--- src/rtl/keyevent_fifo_if.sv ---
// Wishbone slave bus bundle for the key-event FIFO.
interface keyevent_fifo_if;
    logic [2:0]  wb_addr;
    logic [31:0] wb_rdata;
    logic [31:0] wb_wdata;
    logic        wb_we;
    logic        wb_cyc;
    logic        wb_ack;

    modport master (
        output wb_addr,
        output wb_wdata,
        output wb_we,
        output wb_cyc,
        input  wb_rdata,
        input  wb_ack
    );

    modport slave (
        input  wb_addr,
        input  wb_wdata,
        input  wb_we,
        input  wb_cyc,
        output wb_rdata,
        output wb_ack
    );
endinterface

--- src/rtl/keyevent_fifo.sv ---
// Key-event FIFO: scans the debounced key matrix one key per cycle, queues press/release
// events and lets firmware drain them over Wishbone, with an optional pending-event interrupt.
module keyevent_fifo #(
    parameter int unsigned N_ROWS     = 4,
    parameter int unsigned N_COLS     = 12,
    parameter int unsigned FIFO_DEPTH = 16
) (
    input  logic                     clk,
    input  logic                     rst,
    input  logic [N_ROWS*N_COLS-1:0] key_state,
    keyevent_fifo_if.slave           bus,
    output logic                     irq
);
    localparam int unsigned NKeys = N_ROWS * N_COLS;
    localparam int unsigned IdxW  = (NKeys > 1) ? $clog2(NKeys) : 1;
    localparam int unsigned PtrW  = (FIFO_DEPTH > 1) ? $clog2(FIFO_DEPTH) : 1;
    localparam int unsigned LvlW  = PtrW + 1;

    // Scanner state
    logic [NKeys-1:0] prev_q, prev_d;
    logic [IdxW-1:0]  idx_q, idx_d;
    logic [1:0]       row_q, row_d;
    logic [3:0]       col_q, col_d;

    // Control / status
    logic enable_q, enable_d;
    logic irq_en_q, irq_en_d;
    logic overflow_q, overflow_d;

    // FIFO
    logic [7:0]      mem_q [FIFO_DEPTH];
    logic [PtrW-1:0] wr_ptr_q, wr_ptr_d;
    logic [PtrW-1:0] rd_ptr_q, rd_ptr_d;
    logic [LvlW-1:0] level_q, level_d;

    // Bus side
    logic        ack_q, ack_d;
    logic [31:0] rdata_q, rdata_d;
    logic        irq_q, irq_d;
    logic        wr_stb_q, wr_stb_d;
    logic        wr_sel_q, wr_sel_d;
    logic [2:0]  wr_bits_q, wr_bits_d;   // {clear overflow, irq_en, enable}

    logic        key_bit, changed, push, pop, ovf_set, empty, full;
    logic [7:0]  event_byte, head;
    logic [31:0] status_word, event_word, level_ext;

    assign empty = (level_q == '0);
    // Full is taken before any same-cycle pop, so a push is refused at level FIFO_DEPTH.
    assign full  = (level_q == LvlW'(FIFO_DEPTH));
    assign head  = mem_q[rd_ptr_q];

    // Scanner: compare one key per cycle against its last reported state.
    always_comb begin
        key_bit    = key_state[idx_q];
        changed    = key_bit ^ prev_q[idx_q];
        push       = enable_q & changed & ~full;
        ovf_set    = enable_q & changed & full;
        event_byte = {key_bit, 1'b0, row_q, col_q};
        prev_d     = prev_q;
        idx_d      = idx_q;
        row_d      = row_q;
        col_d      = col_q;
        if (!enable_q) begin
            // Track the live state while disabled so re-enabling emits nothing stale.
            prev_d = key_state;
            idx_d  = '0;
            row_d  = '0;
            col_d  = '0;
        end else begin
            if (push) begin
                prev_d[idx_q] = key_bit;
            end
            if (idx_q == IdxW'(NKeys - 1)) begin
                idx_d = '0;
                row_d = '0;
                col_d = '0;
            end else begin
                idx_d = idx_q + 1'b1;
                if (col_q == 4'(N_COLS - 1)) begin
                    col_d = '0;
                    row_d = row_q + 1'b1;
                end else begin
                    col_d = col_q + 1'b1;
                end
            end
        end
    end

    // Wishbone decode: single-cycle ack, registered read data, registered write strobe.
    always_comb begin
        level_ext   = 32'(level_q);
        status_word = 32'd0;
        status_word[0]     = enable_q;
        status_word[1]     = irq_en_q;
        status_word[8]     = overflow_q;
        status_word[9]     = empty;
        status_word[20:16] = level_ext[4:0];
        event_word  = {~empty, 23'd0, empty ? 8'd0 : head};

        ack_d     = bus.wb_cyc & ~ack_q;
        wr_stb_d  = bus.wb_cyc & bus.wb_we & ~ack_q;
        wr_sel_d  = bus.wb_addr[0];
        wr_bits_d = {bus.wb_wdata[8], bus.wb_wdata[1], bus.wb_wdata[0]};
        // Pop only on the load cycle of a read, so each transaction pops at most once.
        pop       = bus.wb_cyc & ~ack_q & ~bus.wb_we & bus.wb_addr[0] & ~empty;
        rdata_d   = 32'd0;
        if (bus.wb_cyc && !ack_q) begin
            rdata_d = bus.wb_addr[0] ? event_word : status_word;
        end
        irq_d = irq_en_q & ~empty;
    end

    // Control register writes; a same-cycle overflow set beats the clear.
    always_comb begin
        enable_d   = enable_q;
        irq_en_d   = irq_en_q;
        overflow_d = overflow_q;
        if (wr_stb_q && !wr_sel_q) begin
            enable_d = wr_bits_q[0];
            irq_en_d = wr_bits_q[1];
            if (wr_bits_q[2]) begin
                overflow_d = 1'b0;
            end
        end
        if (ovf_set) begin
            overflow_d = 1'b1;
        end
    end

    // FIFO pointer and level bookkeeping.
    always_comb begin
        wr_ptr_d = push ? wr_ptr_q + 1'b1 : wr_ptr_q;
        rd_ptr_d = pop ? rd_ptr_q + 1'b1 : rd_ptr_q;
        case ({push, pop})
            2'b10:   level_d = level_q + 1'b1;
            2'b01:   level_d = level_q - 1'b1;
            default: level_d = level_q;
        endcase
    end

    // State registers with synchronous reset.
    always_ff @(posedge clk) begin
        if (rst) begin
            prev_q     <= '0;
            idx_q      <= '0;
            row_q      <= '0;
            col_q      <= '0;
            enable_q   <= 1'b0;
            irq_en_q   <= 1'b0;
            overflow_q <= 1'b0;
            wr_ptr_q   <= '0;
            rd_ptr_q   <= '0;
            level_q    <= '0;
            ack_q      <= 1'b0;
            rdata_q    <= 32'd0;
            irq_q      <= 1'b0;
            wr_stb_q   <= 1'b0;
            wr_sel_q   <= 1'b0;
            wr_bits_q  <= '0;
        end else begin
            prev_q     <= prev_d;
            idx_q      <= idx_d;
            row_q      <= row_d;
            col_q      <= col_d;
            enable_q   <= enable_d;
            irq_en_q   <= irq_en_d;
            overflow_q <= overflow_d;
            wr_ptr_q   <= wr_ptr_d;
            rd_ptr_q   <= rd_ptr_d;
            level_q    <= level_d;
            ack_q      <= ack_d;
            rdata_q    <= rdata_d;
            irq_q      <= irq_d;
            wr_stb_q   <= wr_stb_d;
            wr_sel_q   <= wr_sel_d;
            wr_bits_q  <= wr_bits_d;
        end
    end

    // Event storage; contents need no reset since level gates every read.
    always_ff @(posedge clk) begin
        if (push) begin
            mem_q[wr_ptr_q] <= event_byte;
        end
    end

    assign bus.wb_ack   = ack_q;
    assign bus.wb_rdata = rdata_q;
    assign irq          = irq_q;

    logic unused_bits;
    assign unused_bits = ^{bus.wb_addr[2:1], bus.wb_wdata[31:9], bus.wb_wdata[7:2],
                           level_ext[31:5]};
endmodule

--- src/flat_wrapper.sv ---
// flat-port wrapper written by rule: the top's interface ports become plain ports
module keyevent_fifo_flat 
#(
    parameter int unsigned N_ROWS     = 4,
    parameter int unsigned N_COLS     = 12,
    parameter int unsigned FIFO_DEPTH = 16
)
  (clk, rst, key_state, irq, bus_wb_addr, bus_wb_wdata, bus_wb_we, bus_wb_cyc, bus_wb_rdata, bus_wb_ack);
  keyevent_fifo_if bus_i ();
  input  logic clk;
  input  logic rst;
  input  logic [N_ROWS*N_COLS-1:0] key_state;
  output logic irq;
  input wire logic [$bits(bus_i.wb_addr)-1:0] bus_wb_addr;
  input wire logic [$bits(bus_i.wb_wdata)-1:0] bus_wb_wdata;
  input wire logic [$bits(bus_i.wb_we)-1:0] bus_wb_we;
  input wire logic [$bits(bus_i.wb_cyc)-1:0] bus_wb_cyc;
  output wire logic [$bits(bus_i.wb_rdata)-1:0] bus_wb_rdata;
  output wire logic [$bits(bus_i.wb_ack)-1:0] bus_wb_ack;
  assign bus_i.wb_addr = bus_wb_addr;
  assign bus_i.wb_wdata = bus_wb_wdata;
  assign bus_i.wb_we = bus_wb_we;
  assign bus_i.wb_cyc = bus_wb_cyc;
  assign bus_wb_rdata = bus_i.wb_rdata;
  assign bus_wb_ack = bus_i.wb_ack;
  keyevent_fifo #(.N_ROWS(N_ROWS), .N_COLS(N_COLS), .FIFO_DEPTH(FIFO_DEPTH)) u_core (.clk(clk), .rst(rst), .key_state(key_state), .bus(bus_i), .irq(irq));
endmodule
--- config.mk ---
export PLATFORM = sky130hd
export DESIGN_NAME = keyevent_fifo_flat
export DESIGN_NICKNAME = d
export VERILOG_FILES = /design/src/rtl/keyevent_fifo_if.sv /design/src/rtl/keyevent_fifo.sv /design/src/flat_wrapper.sv
export SDC_FILE = /design/constraint.sdc
export NUM_CORES = 1
export LEC_CHECK = 0
export BUFFER_PORTS_ARGS = -buffer_cell sky130_fd_sc_hd__buf_4
export CORE_UTILIZATION = 42
export CTS_CLUSTER_SIZE = 12
export DETAILED_ROUTE_END_ITERATION = 7
export PLACE_DENSITY_LB_ADDON = 0.1
export SYNTH_ARGS = -nofsm -noshare
export SYNTH_HDL_FRONTEND = slang
export SYNTH_SLANG_ARGS = --single-unit
--- constraint.sdc ---
create_clock -name clk -period 5.28 [get_ports clk]
set_input_delay 0.264 -clock clk [delete_from_list [all_inputs] [get_ports clk]]
set_output_delay 0.264 -clock clk [all_outputs]
set_load 0.01 [all_outputs]
==> results.py <==
metrics = {
    "pwr": {
        "power.total_mw": 3.62,
        "peakVddDrop_uv": 177,
        "p_leak_nw": 4.26,
        "power.density_mw_per_mm2": 307,
    },
    "final_layout": {
        "n_fill_cell": 2002,
        "final_cell_mix": "112 x edfxtp_1, 100 x dfxtp_1, 91 x buf_4",
        "stdcell_area_sq_mm": 0.0118,
        "syn2layout_area_growth_pct": 18.7,
        "mostFrequentLayoutCell": "edfxtp_1",
        "seqCellArea_sq_mm": 0.00541,
        "antenna-diode-count": 0,
        "drive_above_1_share": 0.187,
        "post-route-util": 0.513,
        "final_nets": 1034,
        "multi_input_area_sq_mm": 0.00415,
        "finalNonFillerCells": 1266,
    },
    "timing": {
        "fmax_ghz": 0.227,
        "worst_pin_slew_ns": 1.11,
        "slew_headroom": 0.257,
        "hold_violations": 0,
        "finalWorstSetupSlack_ns": 0.883,
        "layout_min_cycle_time_ns": 4.40,
        "setup_viol_count_final": 0,
        "grt_setup_unrepaired": "no",
        "clock_skew_ns": 0.0288,
        "hold-worst-slack_ns": 0.0106,
        "drv_slew": 0,
        "fin_setup_tns_ns": 0,
        "post-route-period-util": 0.833,
    },
    "clock_tree": {
        "clk_pin_slew_ns": 0.06,
        "cts_buffer_depth": 3,
        "cts_max_level": 1,
        "clk_latency_ns": 0.54,
        "cts_made_buffers": 25,
        "cts_tree": "built",
        "cts_root_buf": "clkbuf_16",
        "postCtsSetupRepairBufs": 0,
        "clock-sinks": 214,
    },
    "die": {
        "rows": 55,
        "die_w_um": 156,
        "die_area_sq_mm": 0.0242,
        "core_sq_mm": 0.0229,
        "fp.dieH_um": 156,
        "ios": 121,
        "initial_core_util": 0.432,
    },
    "route": {
        "drt-initial-drc-count": 839,
        "firstDrtPassIters": 6,
        "wl_met1_um": 11900,
        "drc": 0,
        "via_per_inst": 5.89,
        "met2_wirelength_um": 11900,
        "wl_um": 26800,
        "wl_met3_um": 2300,
        "postRouteAntennaNets": 0,
        "num_vias": 7460,
        "wire_per_inst_um": 21.1,
        "routed.top_layer": "met4",
    },
    "placement": {
        "placed_cells": 1193,
        "place_area_sq_mm": 0.0107,
        "numPortBuffers": 72,
        "gp_congestion": 0.907,
        "hpwl_um": 17700,
        "pre_cts_slack_ns": 0.963,
    },
    "job": {
        "maxCapViolations": 0,
    },
    "setup_path": {
        "critPathSlowestCell": "dfxtp_2",
        "crit_path_cell_trace": "buf_4, mux4_2, nand2_1, a21oi_1, a31oi_1, and4_1, xnor2_1, nor2_1, inv_1, ha_1, xor2_1, ha_1, o21ai_0, a21oi_1, a21oi_1, xor2_1, or3_1, a21oi_1",
        "critical_path.most_common_cell": "a21oi_1",
        "slowest_delay_ns": 0.63,
        "cp_data_required_time_ns": 5.75,
        "worstPathArrival_ns": 4.86,
        "crit_family": "simple AND/OR/NAND/NOR gates",
        "critical_path_buf_inv_count": 2,
        "critPathCaptureType": "flop",
        "crit_path_max_fanout": 20,
        "r2r_slack_ns": 0.88,
        "critPathLaunchType": "flop",
        "crit_type": "reg -> reg",
    },
    "yosys": {
        "async_flop_share": 0,
        "synth_top_area_frac": 0.339,
        "synth_top_area_cell": "edfxtp_1",
        "ys_types": 55,
        "postSynthAreaPerCell_sq_um": 11.7,
        "synth.area.top_cells": "edfxtp_1 34%, dfxtp_1 21%, mux4_2 9.3%",
        "synth_edf_count": 112,
        "syn_inst": 849,
        "synth.yosys.seq_area_share": 0.546,
        "ys.flop_type": "edfxtp_1",
        "ys_ff_latch": 214,
        "yosys_warnings": 0,
        "synth.cell_area_sq_mm": 0.00991,
    },
    "global_route": {
        "grt_max_degree": 48,
        "grt_pass1_wl_um": 40900,
        "first_global_vias": 7213,
        "antenna_found_initial": 0,
        "grt_overflow": 0,
        "track_usage": 0.221,
    },
    "outcome": {
        "outcome": "finished clean",
    },
    "hold_path": {
        "hp-class": "in -> reg",
    },
}
## final timing paths
path                             from                end  cells past startpoint
setup / recovery      u_core.idx_q[0]  u_core.level_q[4]                     18
hold / removal           key_state[1]   u_core.prev_q[1]                      3
setup reg to reg      u_core.idx_q[0]  u_core.level_q[4]                     18
hold reg to reg   u_core.wr_bits_q[0]    u_core.enable_q                      2
## worst min-delay path, stage by stage
cell	delay, ns
buf_4	0.12
nor2_1	0.08
nor4_1	0.04
## where the power goes
group	switching (mW)	leakage [nW]	internal, mW
logic	0.0907	1.94	0.0859
clock network	0.686	0.388	0.974
registers	0.0172	1.93	1.76
## cell type report
class | instances | share of cell area
Inverter | 13 | 0.00415
Sequential cell | 214 | 0.460
Timing Repair Buffer | 120 | 0.0828
Clock buffer | 33 | 0.0592
Multi-Input combinational cell | 562 | 0.353
Tap cell | 313 | 0.0333
Clock inverter | 11 | 0.00787
## sequential cells by signal, summed over array words and instances, names as in the netlist, named ones only
name / flops
u_core.wr_stb_q: 1
u_core.bus.wb_ack: 1
u_core.irq_en_q: 1
u_core.wr_sel_q: 1
u_core.wr_bits_q: 3
u_core.bus.wb_rdata: 15
u_core.irq: 1
u_core.col_q: 4
u_core.rd_ptr_q: 4
u_core.mem_q: 112
u_core.prev_q: 48
u_core.level_q: 5
u_core.wr_ptr_q: 4
u_core.row_q: 2
u_core.idx_q: 6
u_core.enable_q: 1
u_core.overflow_q: 1
## Yosys cell counts (3+ instances only)
| master | instances |
|---|---|
| a211oi_1 | 16 |
| a21oi_1 | 50 |
| a221o_1 | 21 |
| a221oi_1 | 8 |
| a22o_1 | 4 |
| a22oi_1 | 8 |
| a311oi_1 | 4 |
| a31oi_1 | 8 |
| and2_1 | 15 |
| and3_1 | 16 |
| buf_1 | 9 |
| buf_2 | 9 |
| buf_4 | 18 |
| clkbuf_1 | 39 |
| dfxtp_1 | 102 |
| edfxtp_1 | 112 |
| ha_1 | 11 |
| inv_1 | 12 |
| mux2i_1 | 26 |
| mux4_2 | 41 |
| nand2_1 | 73 |
| nand2b_1 | 7 |
| nand3_1 | 15 |
| nand3b_1 | 3 |
| nand4_1 | 9 |
| nor2_1 | 64 |
| nor2b_1 | 23 |
| nor3_1 | 22 |
| nor4_1 | 10 |
| o211ai_1 | 16 |
| o21ai_0 | 15 |
| o22ai_1 | 4 |
| o311ai_0 | 10 |
| o31ai_1 | 5 |
| or3_1 | 6 |
| xnor2_1 | 7 |
| xor2_1 | 9 |
## metal layers
layer,up-vias,track usage
met1,3672,0.317
met3,57,0.0400
met4,0,0.0766
met5,-,0
li1,3384,-
met2,347,0.336
## logic make-up after synthesis
kind of cell | synth area share
buffers and inverters | 0.0424
other | 0.000378
muxes | 0.122
adders and majority gates | 0.0139
xor gates and xnor gates | 0.0141
AOI/OAI and AO/OA | 0.127
and+or+nand+nor | 0.135
DFF | 0.546
## repair_timing
item | 4_1_cts | 5_1_grt
gates resized for setup | 0 | 0
hold endpoints to repair | 30 | 0
hold buffers | 29 | 0
setup endpoints to repair | 0 | 0
No activity file was read; power rests on OpenSTA's default activity.
